$ cat src/rtl/traffic_pkg.sv
// ============================================================================
// Module      : traffic_pkg
// Description : Shared phase encoding and lamp colour codes for the
//               demand-driven intersection scheduler.
// Revision    : 1.0 - initial release
// ============================================================================
`default_nettype none

package traffic_pkg;

    typedef enum logic [2:0] {
        MAIN_G  = 3'd0,
        MAIN_Y  = 3'd1,
        TURN_G  = 3'd2,
        TURN_Y  = 3'd3,
        SIDE_G  = 3'd4,
        SIDE_Y  = 3'd5,
        ALL_RED = 3'd6
    } phase_e;

    typedef enum logic [1:0] {
        LAST_MAIN = 2'd0,
        LAST_TURN = 2'd1,
        LAST_SIDE = 2'd2
    } last_e;

    localparam logic [2:0] LAMP_RED = 3'b100;
    localparam logic [2:0] LAMP_YEL = 3'b010;
    localparam logic [2:0] LAMP_GRN = 3'b001;

endpackage

`default_nettype wire

$ cat src/rtl/traffic_lamp_decode.sv
// ============================================================================
// Module      : traffic_lamp_decode
// Description : Combinational decode of the scheduler phase into the four
//               lamp buses and the pedestrian walk lamp.
// Revision    : 1.0 - initial release
// ============================================================================
`default_nettype none

module traffic_lamp_decode
    import traffic_pkg::*;
(
    input  phase_e     state,
    input  logic       walk_ok,
    output logic [2:0] light_M1,
    output logic [2:0] light_M2,
    output logic [2:0] light_MT,
    output logic [2:0] light_S,
    output logic       walk
);

    always_comb begin
        light_M1 = LAMP_RED;
        light_M2 = LAMP_RED;
        light_MT = LAMP_RED;
        light_S  = LAMP_RED;
        case (state)
            MAIN_G: begin
                light_M1 = LAMP_GRN;
                light_M2 = LAMP_GRN;
            end
            MAIN_Y: begin
                light_M1 = LAMP_YEL;
                light_M2 = LAMP_YEL;
            end
            TURN_G:  light_MT = LAMP_GRN;
            TURN_Y:  light_MT = LAMP_YEL;
            SIDE_G:  light_S  = LAMP_GRN;
            SIDE_Y:  light_S  = LAMP_YEL;
            default: ;
        endcase
        walk = (state == SIDE_G) && walk_ok;
    end

endmodule

`default_nettype wire

$ cat src/rtl/traffic_phase_scheduler.sv
// ============================================================================
// Module      : traffic_phase_scheduler
// Description : Demand-driven phase FSM with dwell counter, demand latches
//               and emergency preemption back to main green.
// Revision    : 1.0 - initial release
// ============================================================================
`default_nettype none

module traffic_phase_scheduler
    import traffic_pkg::*;
#(
    parameter int MIN_GREEN  = 4,
    parameter int MAX_GREEN  = 10,
    parameter int TURN_GREEN = 3,
    parameter int YELLOW     = 2,
    parameter int ALL_RED_T  = 1,
    parameter int PED_WALK   = 3,
    parameter int CNT_W      = 4
) (
    input  logic       clk,
    input  logic       rst,
    input  logic       req_turn,
    input  logic       req_side,
    input  logic       ped_req,
    input  logic       emerg,
    output logic [2:0] light_M1,
    output logic [2:0] light_M2,
    output logic [2:0] light_MT,
    output logic [2:0] light_S,
    output logic       walk,
    output logic [2:0] phase,
    output logic       emerg_active
);

    localparam logic [CNT_W-1:0] C_MIN  = CNT_W'(MIN_GREEN);
    localparam logic [CNT_W-1:0] C_MAX  = CNT_W'(MAX_GREEN);
    localparam logic [CNT_W-1:0] C_TURN = CNT_W'(TURN_GREEN);
    localparam logic [CNT_W-1:0] C_YEL  = CNT_W'(YELLOW);
    localparam logic [CNT_W-1:0] C_AR   = CNT_W'(ALL_RED_T);
    localparam logic [CNT_W-1:0] C_WALK = CNT_W'(PED_WALK);
    localparam logic [CNT_W-1:0] C_ONE  = CNT_W'(1);
    localparam logic [CNT_W-1:0] C_SAT  = '1;

    phase_e           state_q, state_d;
    last_e            last_q, last_d;
    logic [CNT_W-1:0] d_q, d_d;
    logic             turn_pend_q, turn_pend_d;
    logic             side_pend_q, side_pend_d;
    logic             ped_pend_q, ped_pend_d;
    logic             ped_serve_q, ped_serve_d;
    logic             preempt_q, preempt_d;
    logic             w_changed, w_enter_turn, w_enter_side, w_walk_ok;

    always_ff @(posedge clk or posedge rst) begin
        if (rst) begin
            state_q     <= MAIN_G;
            last_q      <= LAST_MAIN;
            d_q         <= C_ONE;
            turn_pend_q <= 1'b0;
            side_pend_q <= 1'b0;
            ped_pend_q  <= 1'b0;
            ped_serve_q <= 1'b0;
            preempt_q   <= 1'b0;
        end else begin
            state_q     <= state_d;
            last_q      <= last_d;
            d_q         <= d_d;
            turn_pend_q <= turn_pend_d;
            side_pend_q <= side_pend_d;
            ped_pend_q  <= ped_pend_d;
            ped_serve_q <= ped_serve_d;
            preempt_q   <= preempt_d;
        end
    end

    always_comb begin
        state_d = state_q;
        case (state_q)
            MAIN_G: if (d_q >= C_MIN && (turn_pend_q || side_pend_q) && !emerg)
                        state_d = MAIN_Y;
            MAIN_Y, TURN_Y, SIDE_Y:
                    if (d_q == C_YEL) state_d = ALL_RED;
            TURN_G: if (d_q == C_TURN || emerg) state_d = TURN_Y;
            SIDE_G: if (emerg || (d_q >= C_MIN && (!req_side || d_q == C_MAX)))
                        state_d = SIDE_Y;
            ALL_RED: if (d_q == C_AR) begin
                if (emerg)                                    state_d = MAIN_G;
                else if (last_q == LAST_MAIN && turn_pend_q)  state_d = TURN_G;
                else if (last_q != LAST_SIDE && side_pend_q)  state_d = SIDE_G;
                else                                          state_d = MAIN_G;
            end
            default: state_d = MAIN_G;
        endcase

        w_changed    = (state_d != state_q);
        w_enter_turn = w_changed && (state_d == TURN_G);
        w_enter_side = w_changed && (state_d == SIDE_G);

        last_d = last_q;
        if (w_changed) begin
            case (state_q)
                MAIN_G:  last_d = LAST_MAIN;
                TURN_G:  last_d = LAST_TURN;
                SIDE_G:  last_d = LAST_SIDE;
                default: ;
            endcase
        end

        // The preempt flag covers the clearance that follows an emergency exit.
        preempt_d = preempt_q;
        if (w_changed && emerg && (state_q == TURN_G || state_q == SIDE_G))
            preempt_d = 1'b1;
        else if (w_changed && state_q == ALL_RED)
            preempt_d = 1'b0;

        // A request arriving on the entry edge is served by that green.
        turn_pend_d = (turn_pend_q || req_turn) && !w_enter_turn;
        side_pend_d = (side_pend_q || req_side || ped_req) && !w_enter_side;
        ped_pend_d  = (ped_pend_q || ped_req) && !w_enter_side;
        ped_serve_d = w_enter_side ? (ped_pend_q || ped_req) : ped_serve_q;

        if (w_changed)         d_d = C_ONE;
        else if (d_q == C_SAT) d_d = d_q;
        else                   d_d = d_q + C_ONE;
    end

    always_comb begin
        w_walk_ok    = ped_serve_q && (d_q <= C_WALK);
        emerg_active = emerg || preempt_q;
        phase        = state_q;
    end

    traffic_lamp_decode u_decode (
        .state    (state_q),
        .walk_ok  (w_walk_ok),
        .light_M1 (light_M1),
        .light_M2 (light_M2),
        .light_MT (light_MT),
        .light_S  (light_S),
        .walk     (walk)
    );

endmodule

`default_nettype wire

$ cat config.mk
export PLATFORM = sky130hd
export DESIGN_NAME = traffic_phase_scheduler
export DESIGN_NICKNAME = d
export VERILOG_FILES = /design/src/rtl/traffic_pkg.sv /design/src/rtl/traffic_lamp_decode.sv /design/src/rtl/traffic_phase_scheduler.sv
export SDC_FILE = /design/constraint.sdc
export NUM_CORES = 1
export LEC_CHECK = 0
export BUFFER_PORTS_ARGS = -buffer_cell sky130_fd_sc_hd__buf_2
export CORE_MARGIN = 2
export CORE_UTILIZATION = 35
export CTS_CLUSTER_DIAMETER = 100
export DETAILED_ROUTE_END_ITERATION = 7
export SYNTH_ARGS = -nofsm -noshare
export SYNTH_HDL_FRONTEND = slang
export SYNTH_SLANG_ARGS = --single-unit
$ cat constraint.sdc
create_clock -name clk -period 4.9 [get_ports clk]
set_clock_uncertainty 0.05 [all_clocks]
set_input_delay 0.735 -clock clk [delete_from_list [all_inputs] [get_ports clk]]
set_output_delay 0.735 -clock clk [all_outputs]
set_load 0.1 [all_outputs]
==> results of run 1 <==
## logic make-up after synthesis
group	count (synthesis)	share of synthesized area (%)
AND/OR/NAND/NOR	38	21.4
AO/OA/AOI/OAI	31	23.6
buffers and inverters	16	8.70
flip-flops	14	38.8
adder cells (fa/ha/maj)	3	4.14
multiplexers	2	2.35
XOR/XNOR	1	0.967
## state kept, by name, indices dropped and copies added (netlist names)
| name | cells |
|---|---|
| d_q | 4 |
| phase | 3 |
| last_q | 2 |
| ped_pend_q | 1 |
| ped_serve_q | 1 |
| preempt_q | 1 |
| side_pend_q | 1 |
| turn_pend_q | 1 |
## worst register-to-register path, cell delays in order, from the launching register on
cell and delay, ns:
sky130_fd_sc_hd__dfstp_2 0.56, sky130_fd_sc_hd__ha_1 0.20, sky130_fd_sc_hd__or3b_4 0.41, sky130_fd_sc_hd__or4_1 0.49
sky130_fd_sc_hd__nor2_2 0.17, sky130_fd_sc_hd__mux2i_1 0.20
## worst paths after layout
path | depth (start not counted) | slack (ns) | to | start
setup / recovery | 4 | 2.29 | walk | phase[1]
hold / removal | 2 | 0.42 | ped_serve_q | rst
setup reg to reg | 5 | 2.76 | ped_serve_q | d_q[0]
hold reg to reg | 2 | 0.45 | ped_pend_q | ped_pend_q
max in group asynchronous | 2 | 4.00 | d_q[0] | rst
min in group clk | 2 | 0.45 | ped_pend_q | ped_pend_q
## cell type report
class / instances / area share, %
clock buffers: 4 / 2.54
inverters: 8 / 2.91
multi-input cells: 75 / 46.2
flip-flops and latches: 14 / 34.0
well taps: 30 / 3.63
repair buffers: 22 / 10.7
## Yosys cell counts, types with 3 or more instances
cell                       instances
sky130_fd_sc_hd__o21ai_0           5
sky130_fd_sc_hd__o21ai_1           3
sky130_fd_sc_hd__buf_4             3
sky130_fd_sc_hd__nand3_1           3
sky130_fd_sc_hd__nor2_1           13
sky130_fd_sc_hd__ha_1              3
sky130_fd_sc_hd__clkbuf_1          4
sky130_fd_sc_hd__dfrtp_1          13
sky130_fd_sc_hd__inv_1             8
sky130_fd_sc_hd__nand2_1           7
sky130_fd_sc_hd__o211ai_1          3
sky130_fd_sc_hd__a211oi_1          6
## stage by stage
step / utilization, % / instances / instance area [µm²]
5_1_grt: 42.1 / 153 / 1030
2_1_floorplan: - / 105 / 908
3_5_place_dp: 41.0 / 149 / 1010
3_3_place_gp: 41.0 / 149 / 1010
6_report: 42.1 / 153 / 1030
4_1_cts: 42.1 / 153 / 1030
## layout by cell type, fill, tap and decap left out, types with 2 or more instances in the layout
| cell type | instances |
|---|---|
| sky130_fd_sc_hd__clkbuf_4 | 3 |
| sky130_fd_sc_hd__nand2_1 | 7 |
| sky130_fd_sc_hd__o21ai_0 | 5 |
| sky130_fd_sc_hd__a31oi_1 | 2 |
| sky130_fd_sc_hd__nor2_1 | 12 |
| sky130_fd_sc_hd__a21oi_1 | 2 |
| sky130_fd_sc_hd__ha_1 | 3 |
| sky130_fd_sc_hd__nor2_2 | 2 |
| sky130_fd_sc_hd__and3_1 | 2 |
| sky130_fd_sc_hd__o21ai_1 | 3 |
| sky130_fd_sc_hd__buf_2 | 22 |
| sky130_fd_sc_hd__a211oi_1 | 6 |
| sky130_fd_sc_hd__a211o_1 | 2 |
| sky130_fd_sc_hd__nand2b_1 | 2 |
| sky130_fd_sc_hd__inv_1 | 8 |
| sky130_fd_sc_hd__o211ai_1 | 3 |
| sky130_fd_sc_hd__dfrtp_1 | 13 |
| sky130_fd_sc_hd__nand3_1 | 3 |
## routing by layer
metal | GRT usage, % | wire [µm] | part of all wire (%) | vias up
met5 | 0 | 0 | 0 | -
met4 | 7.92 | 27 | 1.3 | 0
met3 | 1.64 | 106 | 5.0 | 4
met2 | 26.2 | 971 | 46 | 30
met1 | 22.2 | 999 | 47 | 412
li1 | - | - | - | 413
==> results.md, run 1 <==
### Run status
* **result of the run** complete, no violations

### Placed design
* **quantity of I/O buffers inserted on ports** 22
* **Final Wtd Congestion** 0.857
* **hpwl dp** 1.61 mm
* **Post-Place Worst Slack** 2.59 ns

### Setup path
* **CP cell instances** nand2b_1 -> nor2_2 -> and3_1 -> buf_2
* **element type at the critical path start** flop
* **worst path arrival time** 1.83 ns
* **largest incremental delay on the critical path** 0.51 ns
* **slowest CP cell** sky130_fd_sc_hd__dfrtp_1
* **worst endpoint required time** 4.12 ns
* **type of the worst setup path** flop to output pin
* **Worst setup EP type** output pin
* **Buffers & Inverters on Critical Path** 1
* **Top Family by Delay on Critical Path** simple AND/OR/NAND/NOR gates
* **maximum fanout along the worst path** 12

### STA
* **worst hold-check slack** 0.421 ns
* **Final Hold Vio Count** 0
* **number of pins exceeding their max-slew limit in the final report** 0
* **Min Clock Period, post-route** 2.61 ns
* **period utilization** 53.3%
* **setup total negative slack** 0 ns
* **setup repair after global routing missed its margin** false
* **maximum clock rate** 383 MHz
* **Worst Max-Slew Pin Slew** 0.542 ns
* **minimum setup slack in the final design** 2.29 ns
* **worst-case headroom to the max-slew limit** 63.8%
* **number of endpoints failing setup at the final stage** 0

### Clock network
* **number of clock buffers inserted by TritonCTS** 3
* **CTS H-Tree Depth** 1
* **Clock Pin Slew Worst Setup and Hold Paths** 0.09 ns
* **insertion delay to the later sink of the worst-skew pair** 0.29 ns
* **count of clock tree sinks** 14
* **number of gates given a new drive strength after cts** 0
* **Max Buffers Root-to-Sink** 2
* **clock root buffer** sky130_fd_sc_hd__clkbuf_4
* **buffers inserted by post-CTS timing repair** 0
* **TritonCTS clock tree** yes
* **number of buffers added to fix hold violations after cts** 0

### Yosys
* **number of enable-type register cells in the synthesized netlist** 0
* **largest area contributor in the synthesized netlist** sky130_fd_sc_hd__dfrtp_1
* **portion of synthesized cell area occupied by the leading cell type** 35.9%
* **flip-flop and latch count after synthesis** 14
* **Most used DFF post-synth** sky130_fd_sc_hd__dfrtp_1
* **area of the mapped netlist** 906 µm²
* **synth warn** 0
* **average size of a mapped cell** 8.63 µm²
* **sequential area share after synthesis** 38.8%
* **syn nets** 114
* **distinct cell type count after synthesis** 41
* **number of cells produced by synthesis** 105
* **fraction of registers with async set or reset after synthesis** 100%
* **cell types occupying the most area after synthesis** sky130_fd_sc_hd__dfrtp_1 (36%), sky130_fd_sc_hd__nor2_1 (5.4%), sky130_fd_sc_hd__a211oi_1 (5.0%), sky130_fd_sc_hd__ha_1 (4.1%), sky130_fd_sc_hd__inv_1 (3.3%)

### Route
* **final antenna-violating net count** 0
* **drt via density** 5.61
* **number of remaining DRC errors** 0
* **vias** 859
* **wirelength, routed** 2.11 mm
* **iteration count of the initial detailed-routing pass** 4
* **average wire length per cell after detail routing** 13.8 µm
* **initial drt markers** 19

### Job
* **number of violations of the max-capacitance limit** 0

### Floorplanning
* **Starting Density** 36.9%
* **placeable core region** 0.00245 mm²
* **Die X** 54.9 µm
* **# IOs** 23
* **Total Die Area** 0.00301 mm²
* **Die Y** 54.9 µm
* **number of cell rows** 18

### Final layout
* **final net count** 133
* **total area of multi-input combinational cells** 478 µm²
* **fraction of final layout cells sized beyond drive strength 1** 25.2%
* **Area growth, synth to finish** 14.1%
* **filler cell count in the final layout** 266
* **ant diodes** 0
* **area of all sequential standard cells** 352 µm²

### Global routing
* **via count of the first global-routing pass** 761
* **largest net degree at the start of global routing** 15
* **final global-route overflow total** 0
* **total track usage** 16.5%
* **number of antenna violations at the first check in global routing** 0
* **wire length of the first global-routing pass** 3.49 mm

### Hold path
* **class of the tightest hold or removal check** primary input to asynchronous set/reset pin

Power of run 1 is not shown: default switching activity piles up to over one toggle a cycle in this logic, so the estimate is an artifact.
==> run 2: changes to the inputs <==
- clock period: 4.9 -> 2.67 ns (I/O delays scaled with it)
==> run 2 against run 1 <==
Register-to-register slack got worse by 2.2 ns. First-iteration DRC count fell by 58%. Utilization up 2.9 points. Wire length is 0.81% higher. Cell count unchanged. Sequential share of layout area shrank 1.8 points. Hold slack got worse by 0.34 ns. Setup slack worse by 1.9 ns. Largest cell class unchanged.
==> results.md, run 2 (synthesis gave the netlist of run 1 again) <==
### Global routing
* **total track usage** 15.3%, -1.2 points
* **number of antenna violations at the first check in global routing** 0, unchanged
* **final global-route overflow total** 0, unchanged
* **via count of the first global-routing pass** 722, -5.1%
* **wire length of the first global-routing pass** 3.24 mm, -7.1%
* **largest net degree at the start of global routing** 15, unchanged

### Setup path
* **maximum fanout along the worst path** 9, -3
* **worst endpoint required time** 2.22 ns, -1.90 ns
* **slowest CP cell** sky130_fd_sc_hd__dfrtp_1
* **largest incremental delay on the critical path** 0.48 ns, -0.03 ns
* **worst path arrival time** 1.85 ns, +0.02 ns
* **CP cell instances** nor2_1 -> and3_2 -> buf_2
* **reg-to-reg slack, setup** 0.52 ns, -2.24 ns
* **element type at the critical path start** flop
* **Worst setup EP type** output pin
* **type of the worst setup path** flop to output pin

### Clock network
* **Clock Pin Slew Worst Setup and Hold Paths** 0.09 ns, about the same
* **count of clock tree sinks** 14, unchanged
* **number of gates given a new drive strength after cts** 0, unchanged
* **TritonCTS clock tree** yes
* **buffers inserted by post-CTS timing repair** 0, unchanged
* **clock root buffer** sky130_fd_sc_hd__clkbuf_4
* **number of buffers added to fix hold violations after cts** 0, unchanged
* **CTS H-Tree Depth** 1, unchanged
* **Max Buffers Root-to-Sink** 2, unchanged
* **number of clock buffers inserted by TritonCTS** 3, unchanged
* **insertion delay to the later sink of the worst-skew pair** 0.29 ns, about the same

### Floorplanning
* **# IOs** 23, unchanged
* **placeable core region** 0.00245 mm², unchanged
* **Die X** 54.9 µm, unchanged
* **number of cell rows** 18, unchanged
* **Total Die Area** 0.00301 mm², unchanged
* **Starting Density** 36.9%, unchanged
* **Die Y** 54.9 µm, unchanged

### Final layout
* **Area growth, synth to finish** 21.8%
* **final core utilization** 45.0%, +2.9 points
* **most frequent standard cell in the layout excluding fill and tap cells** sky130_fd_sc_hd__buf_2
* **ant diodes** 0, unchanged
* **final net count** 133, unchanged
* **leading cell types in the layout, fill and taps excluded** sky130_fd_sc_hd__buf_2 (22), sky130_fd_sc_hd__dfrtp_1 (10), sky130_fd_sc_hd__inv_1 (8)
* **Reg with most FFs** d_q
* **fraction of final layout cells sized beyond drive strength 1** 35.8%, +11 points
* **flip-flop count of the largest register after layout** 4, unchanged

### Route
* **iteration count of the initial detailed-routing pass** 4, unchanged
* **vias** 823, -4.2%
* **number of remaining DRC errors** 0, unchanged
* **final antenna-violating net count** 0, unchanged
* **drt via density** 5.38, -4.2%
* **initial drt markers** 8, -11
* **wirelength, routed** 2.12 mm, +0.81%
* **average wire length per cell after detail routing** 13.9 µm, +0.81%

### Run status
* **result of the run** complete, no violations

### Placed design
* **Final Wtd Congestion** 0.861, +0.44%
* **hpwl dp** 1.63 mm, +1.2%
* **quantity of I/O buffers inserted on ports** 22, unchanged

### STA
* **worst-case headroom to the max-slew limit** 64.3%, +0.44 points
* **Final Hold Vio Count** 0, unchanged
* **Worst Max-Slew Pin Slew** 0.535 ns, -0.00652 ns
* **maximum clock rate** 434 MHz
* **Min Clock Period, post-route** 2.30 ns
* **period utilization** 86.2%
* **setup repair after global routing missed its margin** false
* **number of endpoints failing setup at the final stage** 0, unchanged
* **number of pins exceeding their max-slew limit in the final report** 0, unchanged

### Hold path
* **class of the tightest hold or removal check** primary input to asynchronous set/reset pin

### Job
* **number of violations of the max-capacitance limit** 0, unchanged

==> run 2: layer usage <==
metal	vias up	GRT usage (%)	share of wire, %
met4	0	6.67	1.5
met3	5	3.55	4.2
met5	-	0	0
met2	23	24.8	46
met1	387	19.1	48
li1	408	-	-
==> run 2: area by class of cell <==
class | instances | area (µm²)
Clock buffer | 4 | 36.3
Inverter | 8 | 30.0
Tap cell | 30 | 37.5
Fill cell | 257 | 1350
Multi-Input combinational cell | 75 | 534
Sequential cell | 14 | 355
Timing Repair Buffer | 22 | 110
==> run 2: stage by stage <==
stage / setup TNS (ns) / hold WS [ns] / cell area [µm²] / instances / worst slack, ns
6_report: 0 / 0.0854 / 1100 / 153 / 0.368
5_1_grt: 0 / 0.143 / 1100 / 153 / 0.259
4_1_cts: 0 / 0.106 / 1100 / 153 / 0.376
3_5_place_dp: 0 / 0.421 / 1070 / 149 / 0.539
3_3_place_gp: 0 / 0.420 / 1070 / 149 / 0.609
2_1_floorplan: -0.0545 / 0.239 / 968 / 105 / -0.0545
==> run 2: final timing paths <==
kind                                 start     endpoint  depth (start not counted)
worst min-delay path                   rst       d_q[1]                          2
min in group clk                   ped_req   ped_pend_q                          3
max in group asynchronous              rst     phase[1]                          2
worst max register to register      d_q[0]  ped_serve_q                          5
worst max-delay path                d_q[2]         walk                          3
worst min register to register  ped_pend_q   ped_pend_q                          2
==> run 2: worst max-delay path: cells and delay by family, from the launching register on <==
family | cells | cell delay (ns)
flops | 1 | 0.48
simple gates | 2 | 0.67
buf+inv | 1 | 0.42
Power of run 2 is left out for the same reason.
==> run 3: changes to the inputs <==
- ABC_AREA: not set -> 1
- clock period: 2.67 -> 1.98 ns (I/O delays scaled with it)
==> run 3 against run 2 <==
The run now ends with negative hold slack left. Hold slack got worse by 0.10 ns. Synthesized cell count rose by 21%. Via count rose by 7.7%. Critical endpoint is now light_S[2]. Highest routed layer unchanged.
==> results.md, run 3 <==
### Run status
* **result of the run** complete, but fails checks
* **failing checks** negative hold slack

### Yosys
* **synth warn** 0, unchanged
* **fraction of registers with async set or reset after synthesis** 100%, unchanged
* **flip-flop and latch count after synthesis** 14, unchanged
* **sequential area share after synthesis** 38.1%, -0.74 points
* **distinct cell type count after synthesis** 26, -37%
* **mux contribution to synthesized area** 1.08%, -1.3 points
* **syn nets** 136, +19%
* **combinational family with the most area after synthesis** simple AND/OR/NAND/NOR gates
* **synth cell count leaders** sky130_fd_sc_hd__nand2_1 (31), sky130_fd_sc_hd__inv_1 (15), sky130_fd_sc_hd__nor2_1 (15)
* **largest area contributor in the synthesized netlist** sky130_fd_sc_hd__dfrtp_1
* **area fraction in compound gates after synthesis** 8.94%, -15 points
* **cell types occupying the most area after synthesis** sky130_fd_sc_hd__dfrtp_1 (35%), sky130_fd_sc_hd__nand2_1 (13%), sky130_fd_sc_hd__inv_1 (6.1%), sky130_fd_sc_hd__nor2_1 (6.1%), sky130_fd_sc_hd__nand3_1 (6.0%)
* **top-count cell post-synth** sky130_fd_sc_hd__nand2_1
* **portion of synthesized cell area occupied by the leading cell type** 35.2%, -0.68 points
* **Most used DFF post-synth** sky130_fd_sc_hd__dfrtp_1
* **post-synthesis share of cell area spent on full adders, half adders and majority gates** 4.07%, -0.079 points
* **number of cells produced by synthesis** 127, +21%
* **number of enable-type register cells in the synthesized netlist** 0, unchanged
* **simple-gate share of the synthesized area** 35.4%, +14 points
* **area of the mapped netlist** 923 µm², +1.9%
* **average size of a mapped cell** 7.27 µm², -16%
* **xor/xnor cell area share of the yosys netlist** 1.90%, +0.93 points

### Clock network
* **Max Buffers Root-to-Sink** 2, unchanged
* **TritonCTS clock tree** yes
* **clock root buffer** sky130_fd_sc_hd__clkbuf_4
* **number of clock buffers inserted by TritonCTS** 3, unchanged
* **Clock Pin Slew Worst Setup and Hold Paths** 0.09 ns, about the same
* **number of buffers added to fix hold violations after cts** 0, unchanged
* **count of clock tree sinks** 14, unchanged
* **insertion delay to the later sink of the worst-skew pair** 0.29 ns, about the same
* **CTS H-Tree Depth** 1, unchanged

### Final layout
* **fraction of final layout cells sized beyond drive strength 1** 42.8%, +7.0 points
* **flip-flop count of the largest register after layout** 4, unchanged
* **final net count** 162, +22%
* **Area growth, synth to finish** 40.0%
* **ant diodes** 0, unchanged
* **final core utilization** 51.7%, +6.7 points
* **leading cell types in the layout, fill and taps excluded** sky130_fd_sc_hd__nand2_1 (28), sky130_fd_sc_hd__inv_1 (14), sky130_fd_sc_hd__buf_2 (13)
* **Reg with most FFs** d_q
* **most frequent standard cell in the layout excluding fill and tap cells** sky130_fd_sc_hd__nand2_1
* **Final Instance Count excl. Fillers** 182, +19%

### Setup path
* **reg2reg path depth** 12, +7
* **R2R Path End** ped_serve_q
* **largest incremental delay on the critical path** 0.52 ns, +0.04 ns
* **type of the worst setup path** flop to output pin
* **worst path arrival time** 1.56 ns, -0.29 ns
* **CP cell instances** inv_6 -> nand2_1 -> buf_4 -> a21oi_1 -> inv_1 -> buf_6
* **element type at the critical path start** flop
* **reg-to-reg slack, setup** 0.13 ns, -0.39 ns
* **slowest CP cell** sky130_fd_sc_hd__dfrtp_4
* **maximum fanout along the worst path** 5, -4
* **Worst setup EP type** output pin
* **Reg-to-Reg Start** d_q[0]
* **worst endpoint required time** 1.63 ns, -0.59 ns

### Floorplanning
* **Die Y** 55.4 µm, +0.89%
* **placeable core region** 0.00250 mm², +1.8%
* **# IOs** 23, unchanged
* **Die X** 55.4 µm, +0.89%
* **number of cell rows** 18, unchanged
* **Total Die Area** 0.00307 mm², +1.8%
* **Starting Density** 36.9%, about the same

### STA
* **Worst Max-Slew Pin Slew** 0.547 ns, +0.0113 ns
* **number of pins exceeding their max-slew limit in the final report** 0, unchanged
* **worst-case headroom to the max-slew limit** 63.5%, -0.76 points
* **maximum clock rate** 524 MHz
* **number of endpoints failing setup at the final stage** 0, unchanged
* **Final Hold Vio Count** 13, +13
* **minimum setup slack in the final design** 0.0734 ns, -0.294 ns
* **setup repair after global routing missed its margin** true
* **Min Clock Period, post-route** 1.91 ns
* **worst hold-check slack** -0.0154 ns, -0.101 ns
* **period utilization** 96.3%

### Route
* **vias** 886, +7.7%
* **wirelength, routed** 2.05 mm, -3.5%
* **initial drt markers** 11, +3
* **average wire length per cell after detail routing** 11.2 µm, -19%
* **final antenna-violating net count** 0, unchanged
* **number of remaining DRC errors** 0, unchanged
* **iteration count of the initial detailed-routing pass** 4, unchanged
* **drt via density** 4.87, -9.5%

### Global routing
* **final global-route overflow total** 0, unchanged
* **largest net degree at the start of global routing** 15, unchanged
* **total track usage** 14.8%, -0.50 points
* **via count of the first global-routing pass** 817, +13%
* **number of antenna violations at the first check in global routing** 0, unchanged
* **wire length of the first global-routing pass** 3.62 mm, +11%

### Placed design
* **Post-Place Worst Slack** 0.0883 ns, -0.451 ns
* **hpwl dp** 1.61 mm, -1.1%
* **quantity of I/O buffers inserted on ports** 22, unchanged
* **Final Wtd Congestion** 0.810, -5.8%
* **count of placed standard cells including taps** 177, +19%

### Hold path
* **class of the tightest hold or removal check** primary input to asynchronous set/reset pin

### Job
* **number of violations of the max-capacitance limit** 0, unchanged

-- run 3: changes by cell type in the layout (fill, tap and decap cells not counted), sizes merged, moves of 5 or more --
cell / change
nand2: +27
o21ai: -5
a21oi: +5
inv: +11
nand3: +8
nor2: +6
a211oi: -6
-- run 3: final cells by class --
type                       count  area (µm²)
fill                         237        1210
multi-input combinational     90         561
inverter                      20        93.8
clock buffer                   4        36.3
sequential                    14         363
timing repair buffer          24         201
tap                           30        37.5
-- run 3: what timing repair did --
item / CTS / global route
setup buffers: 1 / 0
setup endpoints to repair: 5 / 8
gates resized for setup: 2 / 12
pin swaps: 1 / 0
-- run 3: metrics by stage --
| step | TNS (ns) | area [µm²] | hold WS (ns) |
|---|---|---|---|
| after floorplan | -3.97 | 1030 | 0.136 |
| after global placement | 0 | 1210 | 0.322 |
| after detailed placement | 0 | 1210 | 0.328 |
| after CTS | -0.0832 | 1260 | 0.0106 |
| after global routing | -0.0652 | 1290 | 0.0446 |
| final | 0 | 1290 | -0.0154 |
-- run 3: how the worst max path moves through the flow --
stage	start	slack (ns)	endpoint	cells after the start
detailed placement	d_q[0]	0.09	preempt_q	12
floorplan	phase[0]	-0.41	walk	5
CTS	phase[1]	-0.04	light_M2[2]	5
finish	phase[1]	0.07	light_S[2]	6
global placement	d_q[0]	0.13	preempt_q	12
global route	d_q[0]	-0.04	preempt_q	12
-- run 3: cell families (layout without fill, tap and decap cells) --
family | after synthesis | in the layout
AOI/OAI and AO/OA | 14 | 14
xor gates and xnor gates | 2 | 2
adders and majority gates | 3 | 3
buffers and inverters | 23 | 48
DFF | 14 | 14
muxes | 1 | 1
and+or+nand+nor | 70 | 70
-- run 3: critical path, delay by kind of cell, from the launching register on --
kind | cells | cell delay (ns)
AOI/OAI and AO/OA | 1 | 0.14
buffers and inverters | 4 | 0.50
and+or+nand+nor | 1 | 0.10
DFF | 1 | 0.52
-- run 3: metal layers --
metal	global-route usage [%]	vias up	routed length [µm]
met5	0	-	0
li1	-	447	-
met1	20.4	410	1030
met2	22.8	24	884
met3	1.64	5	86
met4	7.32	0	46
Power of run 3 is left out for the same reason.
